### src/rtl/mips_pkg.sv
// Shared fetch/decode definitions: field widths, the NOP encoding, the fetch entry
// layout and the skid-buffer state encoding (state value doubles as occupancy).
package mips_pkg;

    localparam int PC_W    = 32;
    localparam int INSTR_W = 32;

    // sll $0,$0,0
    localparam logic [31:0] NOP_INSTR = 32'h0000_0000;

    typedef struct packed {
        logic [PC_W-1:0]    pc;
        logic [INSTR_W-1:0] instr;
    } fetch_entry_t;

    typedef enum logic [1:0] {
        EMPTY = 2'd0,
        BUSY  = 2'd1,
        FULL  = 2'd2
    } skid_state_t;

endpackage

### src/rtl/if_id_skid_reg_if.sv
// Fetch-to-decode handshake bundle. Transfer rules: an input entry moves when
// in_valid & in_ready at a posedge; an output entry moves when out_valid & out_ready at a posedge.
interface if_id_skid_reg_if #(
    parameter int PC_W    = mips_pkg::PC_W,
    parameter int INSTR_W = mips_pkg::INSTR_W
) ();

    logic               in_valid;
    logic               in_ready;
    logic [PC_W-1:0]    in_pc;
    logic [INSTR_W-1:0] in_instr;
    logic               out_valid;
    logic               out_ready;
    logic [PC_W-1:0]    out_pc;
    logic [INSTR_W-1:0] out_instr;

    // master = fetch + decode environment, slave = the pipeline register
    modport master (
        output in_valid, in_pc, in_instr, out_ready,
        input  in_ready, out_valid, out_pc, out_instr
    );

    modport slave (
        input  in_valid, in_pc, in_instr, out_ready,
        output in_ready, out_valid, out_pc, out_instr
    );

endinterface

### src/rtl/pipe_reg_en.sv
// W-bit register with synchronous reset value and load enable.
module pipe_reg_en #(
    parameter int           W       = 32,
    parameter logic [W-1:0] RST_VAL = '0
) (
    input  logic         clk,
    input  logic         rst,
    input  logic         en,
    input  logic [W-1:0] d,
    output logic [W-1:0] q
);

    always_ff @(posedge clk) begin
        if (rst) begin
            q <= RST_VAL;
        end else if (en) begin
            q <= d;
        end
    end

endmodule

### src/rtl/if_id_skid_reg.sv
// IF/ID pipeline register with a 2-entry skid buffer; in_ready and all out_* come
// straight from flops so fetch never sees a combinational path from decode.
module if_id_skid_reg
    import mips_pkg::*;
#(
    parameter int                 PC_W    = mips_pkg::PC_W,
    parameter int                 INSTR_W = mips_pkg::INSTR_W,
    parameter logic [INSTR_W-1:0] NOP     = INSTR_W'(NOP_INSTR)
) (
    input  logic              clk,
    input  logic              arst,
    input  logic              flush,
    if_id_skid_reg_if.slave   bus,
    output logic [1:0]        occupancy
);

    localparam int W = PC_W + INSTR_W;

    skid_state_t  state_q, state_d;
    logic         in_ready_q, in_ready_d;
    logic         in_xfer, out_xfer;
    logic         main_en, skid_en, main_from_skid;
    logic [W-1:0] main_d, main_q, skid_q, in_entry;

    assign in_entry = {bus.in_pc, bus.in_instr};
    assign in_xfer  = bus.in_valid & in_ready_q;
    assign out_xfer = (state_q != EMPTY) & bus.out_ready;

    always_ff @(posedge clk) begin
        if (arst) begin
            state_q    <= EMPTY;
            in_ready_q <= 1'b1;
        end else begin
            state_q    <= state_d;
            in_ready_q <= in_ready_d;
        end
    end

    always_comb begin
        state_d        = state_q;
        main_en        = 1'b0;
        skid_en        = 1'b0;
        main_from_skid = 1'b0;
        case (state_q)
            EMPTY: begin
                if (in_xfer) begin
                    main_en = 1'b1;
                    state_d = BUSY;
                end
            end
            BUSY: begin
                if (in_xfer && out_xfer) begin
                    main_en = 1'b1;
                end else if (in_xfer) begin
                    skid_en = 1'b1;
                    state_d = FULL;
                end else if (out_xfer) begin
                    state_d = EMPTY;
                end
            end
            FULL: begin
                if (out_xfer) begin
                    main_en        = 1'b1;
                    main_from_skid = 1'b1;
                    state_d        = BUSY;
                end
            end
            default: state_d = EMPTY;
        endcase
        // Redirect: drop everything, including a same-cycle input; a same-cycle output is already consumed.
        if (flush) begin
            state_d = EMPTY;
            main_en = 1'b0;
            skid_en = 1'b0;
        end
        in_ready_d = (state_d != FULL);
    end

    assign main_d = main_from_skid ? skid_q : in_entry;

    pipe_reg_en #(.W(W), .RST_VAL('0)) u_main (
        .clk (clk),
        .rst (arst),
        .en  (main_en),
        .d   (main_d),
        .q   (main_q)
    );

    pipe_reg_en #(.W(W), .RST_VAL('0)) u_skid (
        .clk (clk),
        .rst (arst),
        .en  (skid_en),
        .d   (in_entry),
        .q   (skid_q)
    );

    // out_pc keeps its last value when invalid; only the instruction is squashed to NOP
    assign bus.in_ready  = in_ready_q;
    assign bus.out_valid = (state_q != EMPTY);
    assign bus.out_pc    = main_q[W-1:INSTR_W];
    assign bus.out_instr = (state_q != EMPTY) ? main_q[INSTR_W-1:0] : NOP;
    assign occupancy     = state_q;

endmodule

### src/flat_wrapper.sv
// flat-port wrapper written by rule: the top's interface ports become plain ports
module if_id_skid_reg_flat import mips_pkg::*;
#(
    parameter int                 PC_W    = mips_pkg::PC_W,
    parameter int                 INSTR_W = mips_pkg::INSTR_W,
    parameter logic [INSTR_W-1:0] NOP     = INSTR_W'(NOP_INSTR)
)
  (clk, arst, flush, occupancy, bus_in_valid, bus_in_pc, bus_in_instr, bus_out_ready, bus_in_ready, bus_out_valid, bus_out_pc, bus_out_instr);
  if_id_skid_reg_if #(.PC_W(PC_W), .INSTR_W(INSTR_W)) bus_i ();
  input  logic clk;
  input  logic arst;
  input  logic flush;
  output logic [1:0] occupancy;
  input wire logic [$bits(bus_i.in_valid)-1:0] bus_in_valid;
  input wire logic [$bits(bus_i.in_pc)-1:0] bus_in_pc;
  input wire logic [$bits(bus_i.in_instr)-1:0] bus_in_instr;
  input wire logic [$bits(bus_i.out_ready)-1:0] bus_out_ready;
  output wire logic [$bits(bus_i.in_ready)-1:0] bus_in_ready;
  output wire logic [$bits(bus_i.out_valid)-1:0] bus_out_valid;
  output wire logic [$bits(bus_i.out_pc)-1:0] bus_out_pc;
  output wire logic [$bits(bus_i.out_instr)-1:0] bus_out_instr;
  assign bus_i.in_valid = bus_in_valid;
  assign bus_i.in_pc = bus_in_pc;
  assign bus_i.in_instr = bus_in_instr;
  assign bus_i.out_ready = bus_out_ready;
  assign bus_in_ready = bus_i.in_ready;
  assign bus_out_valid = bus_i.out_valid;
  assign bus_out_pc = bus_i.out_pc;
  assign bus_out_instr = bus_i.out_instr;
  if_id_skid_reg #(.PC_W(PC_W), .INSTR_W(INSTR_W), .NOP(NOP)) u_core (.clk(clk), .arst(arst), .flush(flush), .bus(bus_i), .occupancy(occupancy));
endmodule
### config.mk
export PLATFORM = sky130hd
export DESIGN_NAME = if_id_skid_reg_flat
export DESIGN_NICKNAME = d
export VERILOG_FILES = /design/src/rtl/mips_pkg.sv /design/src/rtl/if_id_skid_reg_if.sv /design/src/rtl/pipe_reg_en.sv /design/src/rtl/if_id_skid_reg.sv /design/src/flat_wrapper.sv
export SDC_FILE = /design/constraint.sdc
export NUM_CORES = 1
export LEC_CHECK = 0
export BUFFER_PORTS_ARGS = -buffer_cell sky130_fd_sc_hd__buf_4
export CORE_UTILIZATION = 58
export CTS_CLUSTER_DIAMETER = 40
export DETAILED_ROUTE_END_ITERATION = 10
export PLACE_DENSITY = 0.85
export SLEW_MARGIN = 20
export SYNTH_ARGS = -nofsm -noshare
export SYNTH_HDL_FRONTEND = slang
export SYNTH_SLANG_ARGS = --single-unit
### constraint.sdc
create_clock -name clk -period 2.25 [get_ports clk]
set_input_delay 0.225 -clock clk [delete_from_list [all_inputs] [get_ports clk]]
set_output_delay 0.225 -clock clk [all_outputs]
set_load 0.02 [all_outputs]
==> impl_metrics.yaml <==
status:
  status: "completed"
power:
  design_power_total_mw: 6.139
  p_comb_share_pct: 12.7
  seqPwrFrac_pct: 40.6
  net-switching-power_mw: 1.526
  cellPowerDensity_nw_per_um2: 777.5
  p_sw_share_pct: 24.85
  p_leak_nw: 3.083
  peakVddDrop_v: 0.0007000
  clkPwrFrac_pct: 46.8
  power.internal_mw: 4.613
synthesis:
  synthArstFlopShare_pct: 0
  synthTopCellsByCount: "nand2_1, dfxtp_1, nor2_1, a21oi_1, a311oi_2"
  yosys.area.top_type_share_pct: 44.96
  yosysUniqueCellTypes: 23
  ys_ff_latch: 131
  synth_area_sq_um: 5833
  avgSynthCellArea_sq_um: 8.079
  synth_area_leader_cell: "dfxtp_1"
  synth_area_leaders: "dfxtp_1, nand2_1, a311oi_2, a21oi_1, buf_4"
  synthAdderAreaFrac_pct: 0
  synth_top_family_by_area: "simple AND/OR/NAND/NOR gates"
  seq_area_frac_synth_pct: 44.96
  synth_compound_area_share_pct: 19.33
  synthMuxAreaShare_pct: 0.3432
  yosys.area_share.simple_pct: 25.76
  syn-num-nets: 791
  syn_inst: 722
  synth_xor_area_share_pct: 0
  synth-edff-count: 0
  ys.flop_type: "dfxtp_1"
  ys_warn_count: 0
  yosysMostFrequentCell: "nand2_1"
timing:
  hold_viol: 0
  holdWs_ns: 0.02686
  min_period_ns: 1.963
  setup_violations: 0
  rsz0062_at_grt: "no"
  fin_crit_sh_pct: 87.26
  relSlewSlack_pct: 50.13
  slew_viol_final: 0
  fin_skew_ns: 0.007959
  clock.fmax_ghz: 0.5093
  setup_tns_ns: 0
  worst_pin_slew_ns: 0.7481
  setup_ws_ns: 0.2866
setup_path:
  crit_type: "reg2reg"
  crit_slowest_cell: "or4_2"
  worst_setup_path_end_kind: "register"
  path_buf_inv: 1
  cp_max_fo: 36
  critPathTopFamily: "simple AND/OR/NAND/NOR gates"
  path_cells: "nand2b_1, or4_2, buf_4, nand2_1, a21oi_1"
  critPathMaxStageDelay_ns: 0.59
  critical_path_required_ns: 2.63
  cp.arrival_ns: 2.34
  worst_setup_path_start_kind: "register"
die:
  die_w_um: 102.3
  die_h_um: 102.3
  io_pins: 137
  die-area_sq_um: 10460
  core_area_sq_um: 9774
  rows: 36
  initial_core_util_pct: 59.68
placed_design:
  port_buffers: 136
  placed_area_sq_um: 6626
  placed_cells: 912
  pre_cts_ws_ns: 0.3767
  dpl.hpwl_um: 8668
  place_congestion: 0.7983
global_route:
  grt-busiest-layer: "met2"
  grtUsageMet2_pct: 54.26
  grtUsageMet1_pct: 33.69
  grt_use_met3_pct: 7.661
  grtUsageTotal_pct: 30.78
  grt_start_max_net_pins: 75
  grt-ovfl-total: 0
  grt_first_pass_wirelength_um: 24810
  grt_antenna_before_repair: 0
  grt_pass1_vias: 5418
final_layout:
  drive_gt1_share_pct: 25.46
  final_area_sq_um: 7895
  final_util_pct: 80.77
  nets: 932
  syn_to_final_growth_pct: 35.35
  n_antenna_cell: 0
  finalNonFillerCells: 1009
routing:
  detail-route-antenna-nets: 0
  viasPerCell: 5.483
  via_count: 5532
  drt-pass1-iter-count: 5
  drc_errors: 0
  drt_iter0_drc: 316
  wl_per_cell_um: 15.47
  routed_wl_um: 15610
clock_network:
  htreeDepth: 4
  cts_made_buffers: 17
  clkTransAtPathRegs_ns: 0.06
  cts_buffer_depth: 2
  cts_resized: 0
  clock_latency_ns: 0.51
  cts_root_buf: "clkbuf_8"
  cts_tree: "yes"
  cts_sinks: 131
run:
  cap_violations: 0
worst_hold_path:
  hold_class: "in2reg"
[placed cells by master (no fill, tap or decap), drive strengths merged, types with 3 or more instances in the layout]
| master | synthesis | final |
|---|---|---|
| dlygate4sd3 | 0 | 65 |
| a311oi | 65 | 65 |
| buf | 69 | 149 |
| clkinvlp | 0 | 4 |
| nor2b | 32 | 32 |
| nor2 | 66 | 66 |
| clkbuf | 23 | 17 |
| a21oi | 64 | 64 |
| inv | 2 | 6 |
| clkinv | 0 | 3 |
| nand2 | 257 | 257 |
| bufinv | 0 | 4 |
| dfxtp | 131 | 131 |
[kinds of logic after synthesis]
family                 after synthesis
muxes                                2
buffers and inverters               94
DFF                                131
AOI/OAI and AO/OA                  130
and+or+nand+nor                    365
[registers in the layout, indices dropped and copies added (netlist names)]
name                 cells
u_core.occupancy         2
u_core.u_main.q         64
u_core.bus.in_ready      1
u_core.u_skid.q         64
[path summary, 6_finish.rpt]
check                            from                   to  slack (ns)  depth (start not counted)
hold / removal          bus_in_pc[19]  u_core.u_skid.q[51]        0.03                          3
setup reg to reg  u_core.occupancy[0]   u_core.u_skid.q[3]        0.29                          5
hold reg to reg   u_core.u_skid.q[34]  u_core.u_skid.q[34]        0.46                          2
setup / recovery  u_core.occupancy[0]   u_core.u_skid.q[3]        0.29                          5
[worst register-to-register path: cells and delay by family, from the launching register on]
kind / cells / cell delay (ns)
flops: 1 / 0.48
simple gates: 3 / 0.95
buf+inv: 1 / 0.29
compound gates: 1 / 0.10
[power groups by stage]
stage / Clock [mW] / Sequential (mW) / Combinational, mW
6_report: 2.87 / 2.49 / 0.777
5_1_grt: 3.00 / 2.50 / 0.838
4_1_cts: 2.90 / 2.49 / 0.771
2_1_floorplan: 0 / 2.52 / 0.487
3_5_place_dp: 0 / 2.53 / 0.677
3_3_place_gp: 0 / 2.53 / 0.655
[timing repair]
action / in CTS / in global routing
setup buffers: 0 / 0
hold buffers: 65 / 0
hold endpoints to repair: 97 / 0
endpoints found under the setup margin: 0 / 0
[final cells by class]
cell class / count / area [sq um]
multi-input combinational: 497 / 2674
sequential: 131 / 2623
fill: 566 / 1879
timing repair buffer: 214 / 1807
clock buffer: 17 / 414.1
clock inverter: 15 / 203.9
tap: 133 / 166.4
inverter: 2 / 7.507
[layer usage]
metal | routed length, um | part of all wire (%)
met1 | 6169 | 40
met2 | 8042 | 52
met3 | 806 | 5.2
met4 | 588 | 3.8
met5 | 0 | 0
Note: power is estimated with default switching activity, not from simulation.
